## src/rtl/consumer_txn_issuer.sv

```systemverilog
// consumer_txn_issuer: turns queue read commands into tagged memory reads and reorders responses
module consumer_txn_issuer #(
   parameter int ADDR_WIDTH      = 64,
   parameter int ID_WIDTH        = 4,
   parameter int DATA_WIDTH      = 64,
   parameter int ELEM_BYTES_LOG2 = 3,
   parameter int MAX_OUTSTANDING = 16
) (
   input  logic                  clk,
   input  logic                  rst_n,
   input  logic [ADDR_WIDTH-1:0] cfg_base_addr,
   input  logic [4:0]            cfg_len_log2,
   input  logic                  cmd_valid,
   output logic                  cmd_ready,
   input  logic [31:0]           cmd_index,
   input  logic [15:0]           cmd_count,
   output logic                  req_valid,
   input  logic                  req_ready,
   output logic [ADDR_WIDTH-1:0] req_addr,
   output logic [ID_WIDTH-1:0]   req_id,
   input  logic                  resp_valid,
   input  logic [ID_WIDTH-1:0]   resp_id,
   input  logic [DATA_WIDTH-1:0] resp_data,
   output logic                  out_valid,
   input  logic                  out_ready,
   output logic [DATA_WIDTH-1:0] out_data,
   output logic                  out_last,
   output logic                  busy,
   output logic                  err_bad_id
);
   localparam int PW = $clog2(MAX_OUTSTANDING);
   typedef enum logic [1:0] {IDLE, ISSUE, DRAIN} state_e;
   state_e                 state_q, state_d;
   logic [ADDR_WIDTH-1:0]  base_q, base_d, req_addr_q, req_addr_d;
   logic [4:0]             len_q, len_d;
   logic [31:0]            idx_q, idx_d;
   logic [15:0]            cnt_q, cnt_d, k_q, k_d, ret_q, ret_d;
   logic [PW-1:0]          iptr_q, iptr_d, rptr_q, rptr_d, resp_slot;
   logic [MAX_OUTSTANDING-1:0] pend_q, pend_d, vld_q, vld_d;
   logic [DATA_WIDTH-1:0]  data_q [MAX_OUTSTANDING];
   logic [DATA_WIDTH-1:0]  out_data_q, out_data_d;
   logic [ID_WIDTH-1:0]    req_id_q, req_id_d;
   logic cmd_ready_q, cmd_ready_d, req_valid_q, req_valid_d, out_valid_q, out_valid_d;
   logic out_last_q, out_last_d, busy_q, busy_d, err_q, err_d;
   logic req_hs, out_hs, resp_hit, resp_wr;

   function automatic logic [ADDR_WIDTH-1:0] elem_addr(input logic [ADDR_WIDTH-1:0] b,
      input logic [4:0] l, input logic [31:0] i, input logic [15:0] k);
      logic [ADDR_WIDTH-1:0] m;
      m = (ADDR_WIDTH'(1) << l) - ADDR_WIDTH'(1);
      return b + (((ADDR_WIDTH'(i) + ADDR_WIDTH'(k)) & m) << ELEM_BYTES_LOG2);
   endfunction

   assign cmd_ready  = cmd_ready_q;
   assign req_valid  = req_valid_q;
   assign req_addr   = req_addr_q;
   assign req_id     = req_id_q;
   assign out_valid  = out_valid_q;
   assign out_data   = out_data_q;
   assign out_last   = out_last_q;
   assign busy       = busy_q;
   assign err_bad_id = err_q;

   // Next state: command accept, request issue, response capture and in-order retire
   always_comb begin
      resp_slot = resp_id[PW-1:0];
      resp_hit  = ((resp_id >> PW) == '0) && pend_q[resp_slot];
      resp_wr   = resp_valid && resp_hit;
      req_hs    = req_valid_q && req_ready;
      out_hs    = out_valid_q && out_ready;
      state_d   = state_q;
      base_d    = base_q;
      len_d     = len_q;
      idx_d     = idx_q;
      cnt_d     = cnt_q;
      k_d       = k_q;
      ret_d     = ret_q;
      iptr_d    = iptr_q;
      rptr_d    = rptr_q;
      pend_d    = pend_q;
      vld_d     = vld_q;
      if (state_q == IDLE && cmd_valid && cmd_count != '0) begin
         state_d = ISSUE;
         base_d  = cfg_base_addr;
         len_d   = cfg_len_log2;
         idx_d   = cmd_index;
         cnt_d   = cmd_count;
         k_d     = '0;
         ret_d   = '0;
      end
      if (req_hs) begin
         pend_d[iptr_q] = 1'b1;
         iptr_d         = iptr_q + PW'(1);
         k_d            = k_q + 16'd1;
         state_d        = (k_q + 16'd1 == cnt_q) ? DRAIN : state_d;
      end
      if (resp_wr) begin
         pend_d[resp_slot] = 1'b0;
         vld_d[resp_slot]  = 1'b1;
      end
      if (out_hs) begin
         vld_d[rptr_q] = 1'b0;
         rptr_d        = rptr_q + PW'(1);
         ret_d         = ret_q + 16'd1;
         state_d       = (ret_q + 16'd1 == cnt_q) ? IDLE : state_d;
      end
      req_valid_d = (state_d == ISSUE) && !pend_d[iptr_d] && !vld_d[iptr_d];
      req_addr_d  = elem_addr(base_d, len_d, idx_d, k_d);
      req_id_d    = ID_WIDTH'(iptr_d);
      out_valid_d = vld_d[rptr_d];
      out_data_d  = !out_valid_d ? out_data_q :
                    (resp_wr && resp_slot == rptr_d) ? resp_data : data_q[rptr_d];
      out_last_d  = out_valid_d && (ret_d + 16'd1 == cnt_d);
      err_d       = err_q || (resp_valid && !resp_hit);
      cmd_ready_d = state_d == IDLE;
      busy_d      = state_d != IDLE;
   end

   // Reorder buffer data storage; slot validity is tracked separately so no reset is needed
   always_ff @(posedge clk) begin
      if (resp_wr) data_q[resp_slot] <= resp_data;
   end

   // State and registered outputs, cleared asynchronously
   always_ff @(posedge clk or negedge rst_n) begin
      if (!rst_n) begin
         state_q     <= IDLE;
         base_q      <= '0;
         len_q       <= '0;
         idx_q       <= '0;
         cnt_q       <= '0;
         k_q         <= '0;
         ret_q       <= '0;
         iptr_q      <= '0;
         rptr_q      <= '0;
         pend_q      <= '0;
         vld_q       <= '0;
         cmd_ready_q <= 1'b1;
         req_valid_q <= 1'b0;
         req_addr_q  <= '0;
         req_id_q    <= '0;
         out_valid_q <= 1'b0;
         out_data_q  <= '0;
         out_last_q  <= 1'b0;
         busy_q      <= 1'b0;
         err_q       <= 1'b0;
      end else begin
         state_q     <= state_d;
         base_q      <= base_d;
         len_q       <= len_d;
         idx_q       <= idx_d;
         cnt_q       <= cnt_d;
         k_q         <= k_d;
         ret_q       <= ret_d;
         iptr_q      <= iptr_d;
         rptr_q      <= rptr_d;
         pend_q      <= pend_d;
         vld_q       <= vld_d;
         cmd_ready_q <= cmd_ready_d;
         req_valid_q <= req_valid_d;
         req_addr_q  <= req_addr_d;
         req_id_q    <= req_id_d;
         out_valid_q <= out_valid_d;
         out_data_q  <= out_data_d;
         out_last_q  <= out_last_d;
         busy_q      <= busy_d;
         err_q       <= err_d;
      end
   end
endmodule

```

## config.mk

```make
export PLATFORM = sky130hd
export DESIGN_NAME = consumer_txn_issuer
export DESIGN_NICKNAME = d
export VERILOG_FILES = /design/src/rtl/consumer_txn_issuer.sv
export SDC_FILE = /design/constraint.sdc
export NUM_CORES = 2
export LEC_CHECK = 0
export CAP_MARGIN = 20
export CORE_MARGIN = 3
export CORE_UTILIZATION = 55
export CTS_BUF_LIST = sky130_fd_sc_hd__clkbuf_2 sky130_fd_sc_hd__clkbuf_4 sky130_fd_sc_hd__clkbuf_8
export CTS_CLUSTER_DIAMETER = 80
export DETAILED_ROUTE_END_ITERATION = 10
export HOLD_SLACK_MARGIN = 0.12
export PLACE_DENSITY = 0.74
export SLEW_MARGIN = 20
export SYNTH_ARGS = -nofsm -noshare
export SYNTH_HDL_FRONTEND = slang
export SYNTH_SLANG_ARGS = --single-unit
```

## constraint.sdc

```tcl
create_clock -name clk -period 7.7 [get_ports clk]
set_input_delay 1.54 -clock clk [delete_from_list [all_inputs] [get_ports clk]]
set_output_delay 1.54 -clock clk [all_outputs]
set_load 0.1 [all_outputs]
```

==> results.md <==
- Worst EP arrival: ~7.9 ns
- Post-route ant nets: 0
- CTS Buf Count: 208
- CTS Root Cell: clkbuf_8
- Post-DP HPWL: 85.7 mm
- Clock transition at path regs: roughly 0.060 ns
- Pins Over Slew Limit: 0
- Clk sinks: around 1300
- Reg power frac: around a third
- Prevailing post-synth register cell: edfxtp_1
- Worst path slowest cell: clkdlybuf4s50_1
- Switch share: between 30 and 40%
- Clock Path Buffers: 3
- Kind of critical path: in -> reg
- Simple-Gate Fraction of Synth Area: a little under a tenth
- Post-DP Area: 63300 sq um
- Area Growth Syn to Fin: 17.5%
- Highest clock rate: 139 MHz
- Initial antenna violation count: 15
- Syn avg cell area: 14.9 sq um
- Total power: 0.0266 W
- RePlAce Congestion: between 0.9 and 1
- Leak pwr: between 20 and 25 nW
- Compound-Gate Fraction of Synth Area: between 6 and 7%
- Clk pwr share: 23.2%
- GRT Residual Overflow: 0
- Commonest non-fill, non-tap cell in the layout: edfxtp_1
- Mux cell area share after synthesis: 11.0%
- FP Rows: 118
- Fin util: around two thirds
- Hold WC Path Type: reg -> reg
- Core area: just over 100000 sq um
- Outcome: complete, no violations
- Vias in the first global route: 36100
- Total wire length: between 100 and 150 mm
- NumNets Final: 4628
- Seq cells post-synth: between 1000 and 1500
- RSZ-0062 raised after global routing: no
- Main combinational cell family by area after synthesis: multiplexers
- Pwr dens: between 300 and 400 nW/um^2
- Vias post-DR: approximately 36000
- CTS tree: done
- Hold_ws: between 0.4 and 0.5 ns
- Final Instance Area: slightly below 70000 sq um
- Post-synthesis cell type count: 107
- Clk Latency, worst-skew pair: 0.89 ns
- Initial DRC count: approximately 3400
- Die height: between 300 and 400 um
- Sequential share of the synthesized area: between 60 and 70%
- Slew headroom: 23.8%
- I/O Buffers: around 330
- Commonest non-fill, non-tap cells in the layout: 1024 x edfxtp_1, 685 x nand2_1, 325 x clkdlybuf4s50_1
- Worst Skew: between 0.04 and 0.05 ns
- DR pass1 iterations: 6
- Syn Nets: about 4000
- WL/cell: ~25 um
- Combinational Power Share: between 40% and 50%
- WP data required: about 8.4 ns
- Startpoint type of the worst setup path: input pin
- XOR/XNOR share of the synthesized area: ~2.5%
- DIE AREA: around 110000 sq um
- Starting Density: ~55%
- Psw: 0.0105 W
- EDFF count, synth: 1024
- Final hold vios: 0
- Tmin final: about 7.2 ns
- CP max FO: 6
- DRC: 0
- Htree depth: 4
- Post-synthesis adder-cell area fraction: between 1 and 1.5%
- P_int: approximately 0.016 W
- Peak supply drop: 0.000394 V
- Final worst-path cycle share: between 90% and 100%
- Async SR Flop Fraction: 23.9%
- Yosys Warn Count: 0
- CTS hold repair buffers: 0
- Gr usage total: between 20% and 30%
- First-pass GRT wire length: ~220 mm
- Peak per-stage delay on the critical path: ~0.46 ns
- Post-Synthesis Cells: 3864
- I/O Pins: 329
- Die X: approximately 330 um
- Mapped Area: ~58000 sq um
- Worst-Margin Slew: about 1.1 ns
- Via density: between 6 and 7
- Maxcap violations: 0
- Crit path top cell by count: buf_4
- Largest net degree at the start of global routing: 105
- Setup crit end kind: flip-flop
- Final setup violation count: 0
- Share of cells above drive strength 1: between 10% and 20%
-- Yosys cell counts, types with 17 or more instances --
cell type	count	area share [%]
edfxtp_1	1024	53
nand2_1	685	4.5
dfrtp_1	321	14
mux4_2	260	10
a21oi_1	137	1.2
o21ai_0	126	1.1
xnor2_1	104	1.6
nor2_1	102	0.66
clkbuf_1	99	0.65
and3_1	91	0.99
inv_1	71	0.46
nand3_1	69	0.60
buf_2	66	0.57
a311oi_1	65	0.99
ha_1	61	1.3
xor2_1	52	0.79
nor3_1	47	0.41
mux2i_1	41	0.71
buf_1	31	0.20
a31oi_1	29	0.31
o21ai_1	27	0.23
nand4_1	25	0.27
a21o_1	24	0.31
and2_1	17	0.18
-- stage by stage --
| stage | TNS (ns) | worst slack [ns] | cells |
|---|---|---|---|
| 4_1_cts | 0 | 0.522 | 5927 |
| 3_5_place_dp | -4.98 | -0.377 | 5543 |
| 6_report | 0 | 0.519 | 5939 |
| 5_1_grt | 0 | 0.000772 | 5933 |
| 3_3_place_gp | -2.86 | -0.263 | 5543 |
| 2_1_floorplan | 0 | 0.0215 | 3864 |
-- repair_timing --
action / CTS / global route
endpoints found under the hold margin: 0 / 0
setup buffers: 0 / 1
setup endpoints to repair: 0 / 5
gates resized for setup: 0 / 1
-- worst paths after layout --
| kind | start | endpoint | slack, ns | cells past startpoint |
|---|---|---|---|---|
| hold / removal | err_bad_id | err_bad_id | 0.47 | 1 |
| min in group asynchronous | rst_n | base_q[63] | 0.72 | 1 |
| setup reg to reg | k_q[0] | req_addr[60] | 1.26 | 26 |
| hold reg to reg | err_bad_id | err_bad_id | 0.47 | 1 |
| max in group asynchronous | rst_n | out_data[43] | 5.46 | 2 |
| setup / recovery | cmd_count[7] | req_addr[60] | 0.52 | 33 |
-- power by group through the flow --
stage	Sequential (W)	Clock [W]	Combinational (W)
3_3_place_gp	0.00915	0	0.0113
4_1_cts	0.00903	0.00628	0.0115
2_1_floorplan	0.0114	0	0.00604
5_1_grt	0.00911	0.00661	0.0122
6_report	0.00903	0.00617	0.0114
3_5_place_dp	0.00917	0	0.0114
-- per-layer routing --
layer / part of all wire, % / vias to the layer above / wire [um] / track usage [%]
met2: 49 / 1640 / 71400 / 44.4
met4: 2.6 / 12 / 3850 / 9.01
met3: 8.7 / 246 / 12700 / 4.87
met5: 0.063 / - / 92 / 0
met1: 40 / 18200 / 58500 / 37.6
li1: - / 15800 / - / -
-- registers in the layout, summed over array words and instances (netlist names), 2 cells and up --
| register | cells |
|---|---|
| pend_q | 16 |
| idx_q | 32 |
| ret_q | 16 |
| vld_q | 16 |
| base_q | 61 |
| cnt_q | 16 |
| state_q | 2 |
| req_addr | 64 |
| out_data | 64 |
| len_q | 5 |
| rptr_q | 4 |
| k_q | 16 |
| data_q | 1024 |
| req_id | 4 |
-- cell type report --
cell class,instances,area [sq um]
clock buffers,299,3650
repair buffers,509,4720
diodes,11,27.5
fillers,7343,36100
clock inverters,85,716
multi-input cells,2235,17700
inverters,74,293
flip-flops and latches,1346,38800
well taps,1380,1730
-- worst max-delay path, delay by kind of cell --
kind	cells	cell delay, ns
XOR/XNOR	2	0.27
AO/OA/AOI/OAI	10	1.81
buffers and inverters	6	1.20
adder cells (fa/ha/maj)	3	0.91
AND/OR/NAND/NOR	12	2.19
-- cell families (layout without fill, tap and decap cells) --
family                     Yosys count  after routing
AOI/OAI and AO/OA                  564            564
xor gates and xnor gates           159            159
adders and majority gates           63             63
buffers and inverters              283            967
DFF                               1346           1346
muxes                              307            307
other                                1             12
and+or+nand+nor                   1141           1141
Power figures use the tool's default switching activity.
